--- config.mk ---
export PLATFORM = sky130hd
export DESIGN_NAME = ch_table_selector
export DESIGN_NICKNAME = d
export VERILOG_FILES = /design/src/rtl/ch_pkg.sv /design/src/rtl/ch_compare.sv /design/src/rtl/ch_table_selector.sv
export SDC_FILE = /design/constraint.sdc
export NUM_CORES = 2
export LEC_CHECK = 0
export BUFFER_PORTS_ARGS = -buffer_cell sky130_fd_sc_hd__buf_2
export CAP_MARGIN = 20
export CORE_MARGIN = 2
export CORE_UTILIZATION = 40
export DETAILED_ROUTE_END_ITERATION = 12
export SETUP_SLACK_MARGIN = 0.5
export SKIP_CTS_REPAIR_TIMING = 1
export SLEW_MARGIN = 20
export SYNTH_ARGS = -nofsm -noshare
export SYNTH_HDL_FRONTEND = slang
export SYNTH_HIERARCHICAL = 1
export SYNTH_SLANG_ARGS = --single-unit
export TNS_END_PERCENT = 20
--- constraint.sdc ---
create_clock -name clk -period 6.11 [get_ports clk]
set_input_delay 1.222 -clock clk [delete_from_list [all_inputs] [get_ports clk]]
set_output_delay 1.222 -clock clk [all_outputs]
set_load 0.1 [all_outputs]
--- src/rtl/ch_pkg.sv ---
// ch_pkg: shared types for cluster-head table and selection logic
package ch_pkg;
    localparam int CH_WORD_WIDTH = 16;
    localparam logic [CH_WORD_WIDTH-1:0] CH_ID_NONE = '0;
    typedef struct packed {
        logic [CH_WORD_WIDTH-1:0] id;
        logic [CH_WORD_WIDTH-1:0] hops;
        logic [CH_WORD_WIDTH-1:0] qvalue;
    } ch_entry_t;
    typedef enum logic [1:0] {SEL_IDLE, SEL_SCAN, SEL_DONE} sel_state_t;
endpackage

--- src/rtl/ch_compare.sv ---
// ch_compare: candidate-vs-best CH ranking (fewer hops, then higher Q, then lower ID)
module ch_compare #(
    parameter int W = 16
) (
    input  logic         cand_valid,
    input  logic [W-1:0] cand_id,
    input  logic [W-1:0] cand_hops,
    input  logic [W-1:0] cand_q,
    input  logic         best_valid,
    input  logic [W-1:0] best_id,
    input  logic [W-1:0] best_hops,
    input  logic [W-1:0] best_q,
    output logic         better
);
    always_comb
        better = cand_valid && (!best_valid || cand_hops < best_hops ||
                 (cand_hops == best_hops && (cand_q > best_q ||
                 (cand_q == best_q && cand_id < best_id))));
endmodule

--- src/rtl/ch_table_selector.sv ---
// ch_table_selector: known-CH table with dedup on write and sequential best-CH scan
module ch_table_selector
    import ch_pkg::*;
#(
    parameter int WORD_WIDTH = 16,
    parameter int NUM_ENTRIES = 16,
    localparam int IDX_WIDTH = $clog2(NUM_ENTRIES)
) (
    input  logic                  clk,
    input  logic                  nrst,
    input  logic                  HB_reset,
    input  logic                  en_KCH,
    input  logic [WORD_WIDTH-1:0] fCH_ID,
    input  logic [WORD_WIDTH-1:0] fCH_Hops,
    input  logic [WORD_WIDTH-1:0] fCH_QValue,
    input  logic                  sel_start,
    output logic                  sel_busy,
    output logic                  sel_valid,
    output logic [WORD_WIDTH-1:0] chosenCH,
    output logic [WORD_WIDTH-1:0] hopsfromCH,
    output logic [WORD_WIDTH-1:0] chosenQ,
    output logic [IDX_WIDTH:0]    entry_count,
    output logic                  table_full,
    output logic                  overflow
);
    typedef struct packed {
        logic [WORD_WIDTH-1:0] id;
        logic [WORD_WIDTH-1:0] hops;
        logic [WORD_WIDTH-1:0] qvalue;
    } entry_t;

    entry_t                 ent [NUM_ENTRIES];
    logic [NUM_ENTRIES-1:0] vld;
    entry_t                 best;
    logic                   best_vld;
    logic [IDX_WIDTH-1:0]   idx;
    logic [IDX_WIDTH:0]     limit;
    sel_state_t             state;
    logic                   hit;
    logic [IDX_WIDTH-1:0]   hit_idx;
    logic                   better;

    assign table_full = entry_count == (IDX_WIDTH+1)'(NUM_ENTRIES);

    always_comb begin
        hit = 1'b0;
        hit_idx = '0;
        for (int i = 0; i < NUM_ENTRIES; i++)
            if (vld[i] && ent[i].id == fCH_ID) begin
                hit = 1'b1;
                hit_idx = IDX_WIDTH'(i);
            end
    end

    ch_compare #(.W(WORD_WIDTH)) u_cmp (
        .cand_valid(vld[idx]),
        .cand_id   (ent[idx].id),
        .cand_hops (ent[idx].hops),
        .cand_q    (ent[idx].qvalue),
        .best_valid(best_vld),
        .best_id   (best.id),
        .best_hops (best.hops),
        .best_q    (best.qvalue),
        .better    (better)
    );

    always_ff @(posedge clk) begin
        if (!nrst || HB_reset) begin
            for (int i = 0; i < NUM_ENTRIES; i++)
                ent[i] <= '0;
            vld <= '0;
            entry_count <= '0;
            overflow <= 1'b0;
            state <= SEL_IDLE;
            sel_busy <= 1'b0;
            sel_valid <= 1'b0;
            chosenCH <= '0;
            hopsfromCH <= '1;
            chosenQ <= '0;
            best <= '0;
            best_vld <= 1'b0;
            idx <= '0;
            limit <= '0;
        end else begin
            if (en_KCH && fCH_ID != '0) begin
                if (hit) begin
                    ent[hit_idx].hops <= fCH_Hops;
                    ent[hit_idx].qvalue <= fCH_QValue;
                end else if (!table_full) begin
                    ent[entry_count[IDX_WIDTH-1:0]] <= '{fCH_ID, fCH_Hops, fCH_QValue};
                    vld[entry_count[IDX_WIDTH-1:0]] <= 1'b1;
                    entry_count <= entry_count + 1'b1;
                end else
                    overflow <= 1'b1;
            end
            sel_valid <= 1'b0;
            case (state)
                SEL_IDLE:
                    if (sel_start) begin
                        limit <= entry_count;
                        idx <= '0;
                        best_vld <= 1'b0;
                        sel_busy <= entry_count != '0;
                        state <= entry_count == '0 ? SEL_DONE : SEL_SCAN;
                    end
                SEL_SCAN: begin
                    if (better) begin
                        best <= ent[idx];
                        best_vld <= 1'b1;
                    end
                    idx <= idx + 1'b1;
                    if ({1'b0, idx} == limit - 1'b1) begin
                        sel_busy <= 1'b0;
                        state <= SEL_DONE;
                    end
                end
                default: begin
                    chosenCH <= best_vld ? best.id : '0;
                    hopsfromCH <= best_vld ? best.hops : '1;
                    chosenQ <= best_vld ? best.qvalue : '0;
                    sel_valid <= 1'b1;
                    state <= SEL_IDLE;
                end
            endcase
        end
    end
endmodule

---- Word-level counts from Yosys, hierarchy flattened ----
Memory sizes are Yosys's and may differ from the RTL's. A register that Yosys moved wholly into a read port is not among the register bits.
Index checks and enable logic that the tools add are counted.
W data, S select, Z words.
storage, ports and cells
  flip-flop bits (word level) ............. 132
  memory bits (writable) .................. 768
  bits of input ports ..................... 53
  output and inout port bits .............. 57
  memories kept ........................... 1
cells by class
  add/subtract/negate cells ............... 3
  magnitude comparators ................... 6
  equality and inequality tests ........... 24
  mux-type cells .......................... 70
  bitwise logic cells ..................... 3
  reduce and logical (&&, ||, !) cells .... 43
memory list
  name  words  bits a word  rd ports  clocked after Yosys merged registers in  wr ports  line                     RTL
  ent   16     48           17        1                                        16        ch_table_selector.sv:32  entry_t ent [NUM_ENTRIES];
operators with widths
  cell                   number
  $eq A16 B16 Y1         18
  $mux W48               2
  $reduce_or A48 Y1      2
  $mux W4                19
  $mux W16               3
  $mux W1                35
  $lt A16 B16 Y1         2
  $logic_and A1 B1 Y1    21
  $gt A16 B16 Y1         1
  $or A16 B16 Y16        1
  $reduce_bool A16 Y1    1
  $reduce_and A3 Y1      4
  $lt A4 B5 Y1 const B   2
  $mux W2                5
  $pmux W4 S2            1
  $reduce_and A2 Y1      4
  $ne A2 B2 Y1 const B   3
  $add A5 B1 Y5 const B  1
  $eq A4 B5 Y1           1
  $eq A5 B5 Y1 const B   1
  $logic_not A5 Y1       1
  $reduce_bool A5 Y1     1
  $sub A5 B1 Y5 const B  1
  $add A4 B1 Y4 const B  1
  12 further kinds       18

---- Logic depth before layout (Yosys ltp) ----
An unclocked memory read counts as a cell.
  word-level depth ........................ 26
  mapped depth ............................ 19
  gate-level depth less buffers ........... 13

---- Hierarchy ----
The synthesis kept the hierarchy.
by module, submodules not included
  module             times used  cells each  area an instance (um^2)  sequential area each (um^2)
  ch_table_selector  1           3353        43167.7                  25784.7
  ch_compare         1           167         1204.9                   0.0

---- Worst setup path before layout ----
Ideal clock, no wire load.
  path type ............................... input to register
  start point ............................. in fCH_ID[1]
  end point ............................... mem ent[10][0] in the netlist's numbering (enable)
  setup time .............................. 466 ps
  arrival time ............................ 5891 ps
  data required time ...................... 5644 ps
  path slack .............................. -247 ps
  cell stages on the path ................. 12
  path through ............................ buf_2 > xor2_1 > or4_1 > or4_1 > o22ai_2 > or3_1 > nor3_4 > buf_4 > nand2_1 > nand4_1 > buf_2 > o21ai_0
RTL lines
  what             line                     RTL
  start, declared  ch_table_selector.sv:13  input logic [WORD_WIDTH-1:0] fCH_ID,
  end, declared    ch_table_selector.sv:32

==> flow_summary.yaml <==
status:
  status: "finished, final reports clean"
floorplan:
  core_area_um2: 110000
  die_w_um: 337
  ios: 110
  fp.dieH_um: 337
  rows: 122
  start_util_pct: 40.2
  die_area_um2: 114000
synthesis:
  syn_avg_cell_area_um2: 12.6
  syn_nets: 3626
  synth_edf_count: 768
  netlist_instances: 3520
  ys_seq_elements: 904
  ys_warn_count: 6
  synth_seq_area_share_pct: 58.1
  synth_ff_type: "edfxtp_1"
  async_flop_share_pct: 0
  synthesis.area_um2: 44400
  synthDistinctLibCells: 74
setup_path:
  crit_type: "in -> reg"
  worst-endpoint-required_ns: 6.48
  worst_setup_path_end_kind: "register"
  cp_top_family: "simple AND/OR/NAND/NOR gates"
  startpoint: "fCH_ID[5]"
  slowest_stage: "buf_2"
  start_kind: "input pin"
  cp.arrival_ns: 5.43
  path_cells: "buf_2, nor4_1, a41oi_1, nand2_1, inv_1, nand3_2, nor3_4, buf_4, nand3_1, nor3_2, nand2b_1, buf_4"
  path_max_fanout: 33
  path_common_cell: "buf_4"
  cp_slowest_stage_delay_ns: 0.69
  crit_buf_inv: 4
place:
  dpl.hpwl_mm: 94.7
  dp_slack_ns: 0.461
  gp_congestion: 0.941
  io_buffer_count: 109
timing:
  drv_slew: 0
  rsz0062_at_grt: "false"
  tightest_slew_ns: 1.02
  setup_viol: 0
  max_freq_mhz: 197
  period_share_pct: 82.9
  setup_ws_ns: 1.04
  slew_headroom_pct: 32.0
  layout_min_cycle_time_ns: 5.07
  setup_tns_ns: 0
  skew_ns: 0.0773
  finalHoldViolations: 0
clocking:
  cts_root_buffer: "clkbuf_16"
  clk_pin_slew_worst_paths_ns: 0.06
  clock_path_buffers: 3
  clock-sinks: 904
  h-tree-depth: 3
  numCtsBuffers: 96
  insertion_delay_ns: 0.71
  cts_tree: "built"
grt:
  antenna_found_initial: 8
  grt_max_degree: 78
  grt_util_all_layers_pct: 24.8
  grt.overflow.total: 0
  grt_pass1_vias: 29100
  grt_pass1_wl_mm: 205
route:
  wl_per_cell_um: 27.0
  drtAntennaViolNets: 0
  vias: 29500
  drt-vias-per-instance: 5.67
  drt-total-wl_mm: 140
  drc: 0
  drtPass1Iterations: 6
  drt-initial-drc-count: 3250
worst_hold_path:
  hold_path.class: "reg -> reg"
  hp-start: "overflow$_SDFFE_PP0P_"
finish:
  final-seq-area_um2: 25800
  multi_input_area_um2: 17300
  fillers: 9921
  area_growth_pct: 14.3
  drive_above_1_share_pct: 19.4
  nets: 3729
pwr:
  irDropWorstVdd_mv: 0.214
  power_density_nw_per_um2: 279
  leakage_uw: 0.0178
run:
  maxCapViolCount: 0
metrics by stage:
stage	area (um2)	utilization, %	total power, uW	cells	hold slack [ns]
final	50700	46.0	14200	5198	0.461
after global routing	50700	45.9	14500	5194	0.487
after CTS	50700	45.9	14200	5193	0.465
after detailed placement	47400	42.9	8130	5013	0.449
after global placement	47400	42.9	8120	5013	0.441
after floorplan	44400	-	7680	3520	0.449
kinds of logic after synthesis:
| logic type | Yosys count | share of synthesized area (%) |
|---|---|---|
| flops | 904 | 58.1 |
| simple gates | 1480 | 16.2 |
| buf+inv | 351 | 3.48 |
| compound gates | 219 | 2.97 |
| fa+ha+maj | 53 | 1.49 |
| mux | 246 | 12.5 |
| xor+xnor | 267 | 5.27 |
worst paths after layout:
kind	cells after the start	slack (ns)	end
worst max-delay path	12	1.04	ent[0][40]$_SDFFCE_PN0P_
worst min-delay path	2	0.46	overflow$_SDFFE_PP0P_
worst max register to register	11	1.07	best_vld$_SDFFE_PP0P_
worst min register to register	2	0.46	overflow$_SDFFE_PP0P_
cells in the final DEF, fill, tap and decap left out, types with 12 or more instances in the layout:
cell type | synthesis | layout
clkinv_1 | 0 | 12
nand4_1 | 89 | 89
inv_1 | 93 | 93
clkbuf_1 | 129 | 18
nand2_1 | 311 | 309
buf_4 | 35 | 127
buf_12 | 0 | 27
nand3_1 | 39 | 38
and2_1 | 264 | 263
edfxtp_1 | 768 | 768
nand2b_1 | 19 | 18
nor2_1 | 511 | 510
mux4_2 | 245 | 245
clkinv_2 | 0 | 15
a21oi_1 | 113 | 113
or4_1 | 18 | 18
xnor2_1 | 179 | 179
clkbuf_16 | 0 | 102
nor4_1 | 16 | 16
nor3b_1 | 12 | 12
o21ai_4 | 0 | 17
o22ai_1 | 18 | 18
nor3_1 | 115 | 115
o21ai_0 | 39 | 17
buf_2 | 70 | 109
dfxtp_1 | 136 | 131
nor2b_1 | 36 | 35
xor2_1 | 88 | 88
ha_1 | 53 | 53
cells in the mapped netlist (3+ instances only):
| cell | number | share of area, % |
|---|---|---|
| nand4b_1 | 3 | 0.059 |
| nor3b_1 | 12 | 0.20 |
| a21boi_0 | 3 | 0.051 |
| inv_1 | 93 | 0.79 |
| nor4bb_1 | 5 | 0.11 |
| nand3_1 | 39 | 0.44 |
| or4_1 | 18 | 0.30 |
| o21ai_0 | 39 | 0.44 |
| clkbuf_1 | 129 | 1.1 |
| dfxtp_1 | 136 | 6.1 |
| o21ai_1 | 3 | 0.034 |
| a32oi_1 | 3 | 0.059 |
| a21oi_1 | 113 | 1.3 |
| xnor2_1 | 179 | 3.5 |
| nor2_1 | 511 | 4.3 |
| xor2_1 | 88 | 1.7 |
| nand4_1 | 89 | 1.3 |
| nor3_2 | 6 | 0.14 |
| ha_1 | 53 | 1.5 |
| o22ai_1 | 18 | 0.25 |
| o22a_1 | 3 | 0.059 |
| buf_1 | 23 | 0.19 |
| nand2b_1 | 19 | 0.27 |
| o31ai_1 | 3 | 0.051 |
| o22ai_2 | 3 | 0.085 |
| buf_2 | 70 | 0.79 |
| and4_1 | 7 | 0.14 |
| o211ai_1 | 4 | 0.068 |
| buf_4 | 35 | 0.59 |
| or2_2 | 6 | 0.085 |
| nand2_1 | 311 | 2.6 |
| and2_1 | 264 | 3.7 |
| mux4_2 | 245 | 12 |
| nor2b_1 | 36 | 0.51 |
| nor4_1 | 16 | 0.23 |
| nor3_1 | 115 | 1.3 |
| nor4b_1 | 5 | 0.099 |
| edfxtp_1 | 768 | 52 |
| or4b_1 | 5 | 0.11 |
final cells by class:
| class | instances | share of cell area, % |
|---|---|---|
| Clock buffer | 132 | 5.44 |
| Sequential cell | 904 | 50.9 |
| Clock inverter | 48 | 1.15 |
| Timing Repair Buffer | 263 | 4.02 |
| Antenna cell | 5 | 0.0247 |
| Multi-Input combinational cell | 2265 | 34.1 |
| Tap cell | 1488 | 3.67 |
| Inverter | 93 | 0.688 |
sequential cells by signal, indices dropped and copies added (netlist names), named ones only:
register,count
chosenCH,16
sel_busy,1
sel_valid,1
vld,16
chosenQ,16
limit,5
state,2
entry_count,5
ent,768
idx,4
overflow,1
best_vld,1
hopsfromCH,16
best,48
metal layers:
layer | vias up | wire (um) | share of wire (%) | global-route usage, %
met5 | - | 35 | 0.025 | 0
met4 | 6 | 4620 | 3.3 | 8.29
met3 | 220 | 12000 | 8.6 | 4.81
met2 | 1344 | 65100 | 46 | 38.8
met1 | 14900 | 58600 | 42 | 34.6
li1 | 13000 | - | - | -
worst min-delay path, stage by stage (launching register included):
cell and delay [ns]:
dfxtp_1 0.32, a21oi_1 0.04, nor2_1 0.07
power breakdown:
part / leakage, uW / internal [uW] / switching, uW
registers: 0.00965 / 6890 / 106
clock network: 0.00163 / 3570 / 2570
logic: 0.00654 / 341 / 669
total: 0.0178 / 10800 / 3350
Power figures use the tool's default switching activity.
